[src/rtl/led_scanner_ctrl_pkg.sv]
// Shared types and constants for the LED scanner: motion modes and direction encoding.
package led_scan_pkg;

   typedef enum logic [1:0] {
      MODE_BOUNCE = 2'b00,
      MODE_WRAP_L = 2'b01,
      MODE_WRAP_R = 2'b10,
      MODE_HOLD   = 2'b11
   } mode_t;

   localparam logic DIR_LEFT  = 1'b1;
   localparam logic DIR_RIGHT = 1'b0;

endpackage

[src/rtl/led_scanner_ctrl_tick_divider.sv]
// Step-rate divider: up-counter that fires a tick once every div_max+1 enabled cycles.
module tick_divider #(
   parameter int DIV_W = 24
) (
   input  logic             clk,
   input  logic             reset,
   input  logic             en,
   input  logic             clear,
   input  logic [DIV_W-1:0] div_max,
   output logic             tick
);

   logic [DIV_W-1:0] cnt;
   logic             at_max;

   // >= rather than == so lowering div_max below cnt cannot strand the counter
   assign at_max = (cnt >= div_max);
   assign tick   = en & at_max;

   always_ff @(posedge clk) begin
      if (reset) begin
         cnt <= '0;
      end else if (clear) begin
         cnt <= '0;
      end else if (en) begin
         cnt <= at_max ? '0 : cnt + DIV_W'(1);
      end
   end

endmodule

[src/rtl/led_scanner_ctrl.sv]
// N-wide one-hot LED scanner: position/direction state stepped by a divided tick, with load.
//
//   state (pos, dir)     | meaning
//   ---------------------+--------------------------------------------------
//   pos in 0..N-1        | lit LED index, out = 1 << pos
//   dir = DIR_LEFT  (1)  | bounce moves toward higher index
//   dir = DIR_RIGHT (0)  | bounce moves toward lower index
//   pos >= N (illegal)   | recovered to START/RIGHT on next tick or load
module led_scanner_ctrl
   import led_scan_pkg::*;
#(
   parameter  int N     = 8,
   parameter  int START = 2,
   parameter  int DIV_W = 24,
   localparam int PW    = $clog2(N)
) (
   input  logic             clk,
   input  logic             reset,
   input  logic             en,
   input  logic [DIV_W-1:0] div_max,
   input  logic [1:0]       mode,
   input  logic             load,
   input  logic [PW-1:0]    load_pos,
   output logic [N-1:0]     out,
   output logic [PW-1:0]    pos,
   output logic             dir,
   output logic             step
);

   localparam int            PW1        = PW + 1;
   localparam logic [PW-1:0] POS_LAST   = PW'(N - 1);
   localparam logic [PW-1:0] POS_PENULT = PW'(N - 2);
   localparam logic [PW-1:0] POS_START  = PW'(START);
   localparam logic [PW:0]   LAST_EXT   = PW1'(N - 1);
   localparam logic [PW:0]   N_EXT      = PW1'(N);

   logic          tick;
   logic          pos_bad;
   logic [PW-1:0] load_clamped;
   logic [PW-1:0] pos_nxt;
   logic          dir_nxt;
   logic          step_nxt;
   mode_t         mode_sel;

   tick_divider #(
      .DIV_W (DIV_W)
   ) u_div (
      .clk     (clk),
      .reset   (reset),
      .en      (en),
      .clear   (load),
      .div_max (div_max),
      .tick    (tick)
   );

   // Compares done one bit wider so they stay meaningful when N is a power of two
   assign pos_bad      = ({1'b0, pos} >= N_EXT);
   assign load_clamped = ({1'b0, load_pos} > LAST_EXT) ? POS_LAST : load_pos;
   assign mode_sel     = mode_t'(mode);

   always_ff @(posedge clk) begin
      if (reset) begin
         pos  <= POS_START;
         dir  <= DIR_RIGHT;
         step <= 1'b0;
      end else begin
         pos  <= pos_nxt;
         dir  <= dir_nxt;
         step <= step_nxt;
      end
   end

   always_comb begin
      pos_nxt  = pos;
      dir_nxt  = dir;
      step_nxt = 1'b0;
      if (load) begin
         if (pos_bad) begin
            pos_nxt = POS_START;
            dir_nxt = DIR_RIGHT;
         end else begin
            pos_nxt = load_clamped;
         end
      end else if (tick) begin
         step_nxt = 1'b1;
         if (pos_bad) begin
            pos_nxt = POS_START;
            dir_nxt = DIR_RIGHT;
         end else begin
            unique case (mode_sel)
               MODE_BOUNCE: begin
                  if (pos == POS_LAST) begin
                     pos_nxt = POS_PENULT;
                     dir_nxt = DIR_RIGHT;
                  end else if (pos == '0) begin
                     pos_nxt = PW'(1);
                     dir_nxt = DIR_LEFT;
                  end else if (dir == DIR_LEFT) begin
                     pos_nxt = pos + PW'(1);
                  end else begin
                     pos_nxt = pos - PW'(1);
                  end
               end
               MODE_WRAP_L: begin
                  pos_nxt = (pos == POS_LAST) ? '0 : pos + PW'(1);
                  dir_nxt = DIR_LEFT;
               end
               MODE_WRAP_R: begin
                  pos_nxt = (pos == '0) ? POS_LAST : pos - PW'(1);
                  dir_nxt = DIR_RIGHT;
               end
               MODE_HOLD: begin
                  pos_nxt = pos;
                  dir_nxt = dir;
               end
               default: begin
                  pos_nxt = pos;
                  dir_nxt = dir;
               end
            endcase
         end
      end
   end

   // A corrupted pos still lights exactly one LED rather than going dark
   assign out = pos_bad ? (N'(1) << START) : (N'(1) << pos);

endmodule

[config.mk]
export PLATFORM = sky130hd
export DESIGN_NAME = led_scanner_ctrl
export DESIGN_NICKNAME = d
export VERILOG_FILES = /design/src/rtl/led_scanner_ctrl_pkg.sv /design/src/rtl/led_scanner_ctrl_tick_divider.sv /design/src/rtl/led_scanner_ctrl.sv
export SDC_FILE = /design/constraint.sdc
export NUM_CORES = 1
export LEC_CHECK = 0
export BUFFER_PORTS_ARGS = -buffer_cell sky130_fd_sc_hd__buf_2
export CAP_MARGIN = 20
export CORE_UTILIZATION = 55
export CTS_BUF_LIST = sky130_fd_sc_hd__clkbuf_4 sky130_fd_sc_hd__clkbuf_8 sky130_fd_sc_hd__clkbuf_16
export DETAILED_ROUTE_END_ITERATION = 10
export GPL_TIMING_DRIVEN = 0
export PLACE_DENSITY = 0.81
export SETUP_SLACK_MARGIN = 0.2
export SYNTH_ARGS = -nofsm -noshare
export SYNTH_HDL_FRONTEND = slang
export SYNTH_HIERARCHICAL = 1
export SYNTH_SLANG_ARGS = --single-unit
[constraint.sdc]
create_clock -name clk -period 7.7 [get_ports clk]
set_clock_uncertainty 0.05 [all_clocks]
set_input_delay 0.77 -clock clk [delete_from_list [all_inputs] [get_ports clk]]
set_output_delay 0.77 -clock clk [all_outputs]
set_load 0.02 [all_outputs]
==> impl_metrics.tcl <==
set metrics [dict create \
    rows 24 \
    clock-sinks 29 \
    worst_slew_pin_slew_ps 749 \
    firstDrtPassIters 5 \
    cts_tree "yes" \
    power.density_mw_per_mm2 119 \
    cts_root_buf "clkbuf_8" \
    fin_setup_tns_ps 0 \
    layout_commonest_cell "buf_2" \
    crit_fanout 12 \
    io_pins 46 \
    die_x_um 69.6 \
    yosysUniqueCellTypes 53 \
    post-route-period-util_pct 41.6 \
    drc 0 \
    grt_overflow 0 \
    final_util_pct 66.2 \
    num_vias 2127 \
    die_h_um 69.6 \
    max-clock-path-buffers 2 \
    hold_viol_final 0 \
    start_util_pct 57.4 \
    slew_viol_final 0 \
    drive_above_1_share_pct 27.7 \
    crit_chain "buf_2, inv_1, ha_1, nand4_2, nor4_2, nand2_1, o21ai_2, o21a_4, buf_6, or3b_4, a31oi_2, mux2i_1, nor2_1" \
    synthToLayoutAreaGrowth_pct 15.4 \
    start_kind "input pin" \
    dp_hpwl_mm 3.81 \
    gp_congestion 0.843 \
    grt_pass1_wl_mm 8.63 \
    wl_mm 4.90 \
    cts_htree_levels 2 \
    synthTopCellsByArea "dfxtp_1 23%, ha_1 17%, nor4_2 8.5%, xnor2_1 5.9%, inv_1 5.4%" \
    cp_slowest_cell "or3b_4" \
    cts_buffers 5 \
    syn_nets 348 \
    dr.first_iter.drc_count 69 \
    yosysTopAreaCell "dfxtp_1" \
    cp.required_ps 7810 \
    avgSynthCellArea_um2 8.99 \
    antenna_found_initial 0 \
    synthCells 280 \
    antenna_cells 0 \
    finalSetupViolCount 0 \
    ys_seq_area_share_pct 23.1 \
    critPathMaxStageDelay_ps 430 \
    ir_worst_vdd_v 0.0000824 \
    hold_ws_ps 547 \
    rsz0062_at_grt "false" \
    postCtsHoldBufs 0 \
    die_area_mm2 0.00485 \
    arrival_ps 3310 \
    slew_headroom_pct 50.1 \
    synth_warnings 6 \
    crit_type "in2reg" \
    fmax_ghz 0.313 \
    cts.repair.resized 0 \
    coreArea_mm2 0.00438 \
    wl_per_cell_um 12.8 \
    max_cap_viol_count 0 \
    hp-class "reg2reg" \
    synthesis.area_mm2 0.00252 \
    async_flop_share_pct 0 \
    synth_edf_count 0 \
    grt_pass1_vias 2013 \
    port-buffer-count 44 \
    postCtsSetupBuffers 0 \
    clkLatencyLatePin_ps 280 \
    worstSetupEndpointType "register" \
    layout.nets 399 \
    antenna_left 0 \
    track_usage_pct 21.7 \
    viasPerCell 5.54 \
    synth.top_cell.area_share_pct 23.1 \
    final_cell_mix "45 x buf_2, 36 x inv_1, 35 x ha_1, 29 x dfxtp_1, 24 x nand2_1" \
    leakagePower_nw 1.29 \
    clk_pin_slew_ps 70 \
    status "completed" \
    grt_start_max_net_pins 13 \
    ys_ff_latch 29 \
    fin_crit_ps 3200 \
    synthFlopType "dfxtp_1" \
]
==> flip-flops by register name, indices dropped and copies added, names as in the netlist <==
name	flops
dir	1
step	1
pos	3
u_div/cnt	24
==> critical path, delay by kind of cell <==
| family | cells | cell delay, ps |
|---|---|---|
| adder cells (fa/ha/maj) | 1 | 310 |
| buffers and inverters | 3 | 280 |
| AO/OA/AOI/OAI | 3 | 670 |
| AND/OR/NAND/NOR | 5 | 1080 |
| multiplexers | 1 | 200 |
==> synth_stat cells, types with 2 or more instances <==
cell / number
inv_1: 36
ha_1: 35
dfxtp_1: 29
nand2_1: 24
nor4_2: 17
xnor2_1: 17
nor2_1: 15
a21oi_1: 10
nand3_1: 6
nor2b_1: 6
nor3_1: 6
and3_1: 5
o21ai_0: 5
xor2_1: 5
clkbuf_1: 4
mux2i_1: 4
nand2b_1: 4
and2_1: 3
nand4_1: 3
nor4_1: 3
nor4_4: 3
a211oi_1: 2
a221o_1: 2
a22oi_1: 2
and4_1: 2
buf_6: 2
nand4_2: 2
nor4b_1: 2
o21ai_2: 2
==> stage by stage <==
stage               instances  setup WS (ps)  instance area [µm²]  total power [mW]
floorplan                 280           4570                 2520             0.193
global placement          376           4230                 2800             0.210
detailed placement        376           4220                 2800             0.212
CTS                       384           4510                 2900             0.350
global route              384           4330                 2900             0.364
finish                    384           4500                 2900             0.346
==> worst paths after layout <==
path | start | end | slack, ps | depth (start not counted)
max | div_max[23] | dir | 4500 | 13
min | u_div/cnt[18] | u_div/cnt[18] | 550 | 2
max reg2reg | u_div/cnt[20] | dir | 4760 | 11
min reg2reg | u_div/cnt[18] | u_div/cnt[18] | 550 | 2
==> report_power, final <==
part	switching, mW	total [mW]	internal (mW)	leakage [nW]
combinational	0.0325	0.0553	0.0227	1.00
sequential	0.00213	0.153	0.151	0.234
clock	0.0569	0.138	0.0807	0.0542
==> metal layers <==
| metal | GRT usage, % | part of all wire [%] | vias up |
|---|---|---|---|
| met3 | 4.07 | 3.1 | 9 |
| met2 | 36.2 | 47 | 49 |
| li1 | - | - | 1087 |
| met1 | 27.4 | 48 | 982 |
| met4 | 8.67 | 1.6 | 0 |
| met5 | 0 | 0 | - |
==> final cells by class <==
| type | instances | area [µm²] |
|---|---|---|
| inverter | 36 | 135 |
| clock buffer | 7 | 96.3 |
| fill | 376 | 1480 |
| sequential | 29 | 581 |
| timing repair buffer | 44 | 220 |
| multi-input combinational | 207 | 1750 |
| buffer | 8 | 50.0 |
| clock inverter | 1 | 5.00 |
| tap | 52 | 65.1 |
==> kinds of logic (layout without fill, tap and decap cells) <==
| kind of cell | after synthesis | in the layout | share of synthesized area [%] |
|---|---|---|---|
| AO/OA/AOI/OAI | 38 | 38 | 12.5 |
| flip-flops | 29 | 29 | 23.1 |
| adder cells (fa/ha/maj) | 35 | 35 | 17.4 |
| buffers and inverters | 44 | 96 | 7.36 |
| AND/OR/NAND/NOR | 108 | 108 | 30.4 |
| XOR/XNOR | 22 | 22 | 7.66 |
| multiplexers | 4 | 4 | 1.59 |
Note: power is estimated with default switching activity, not from simulation.
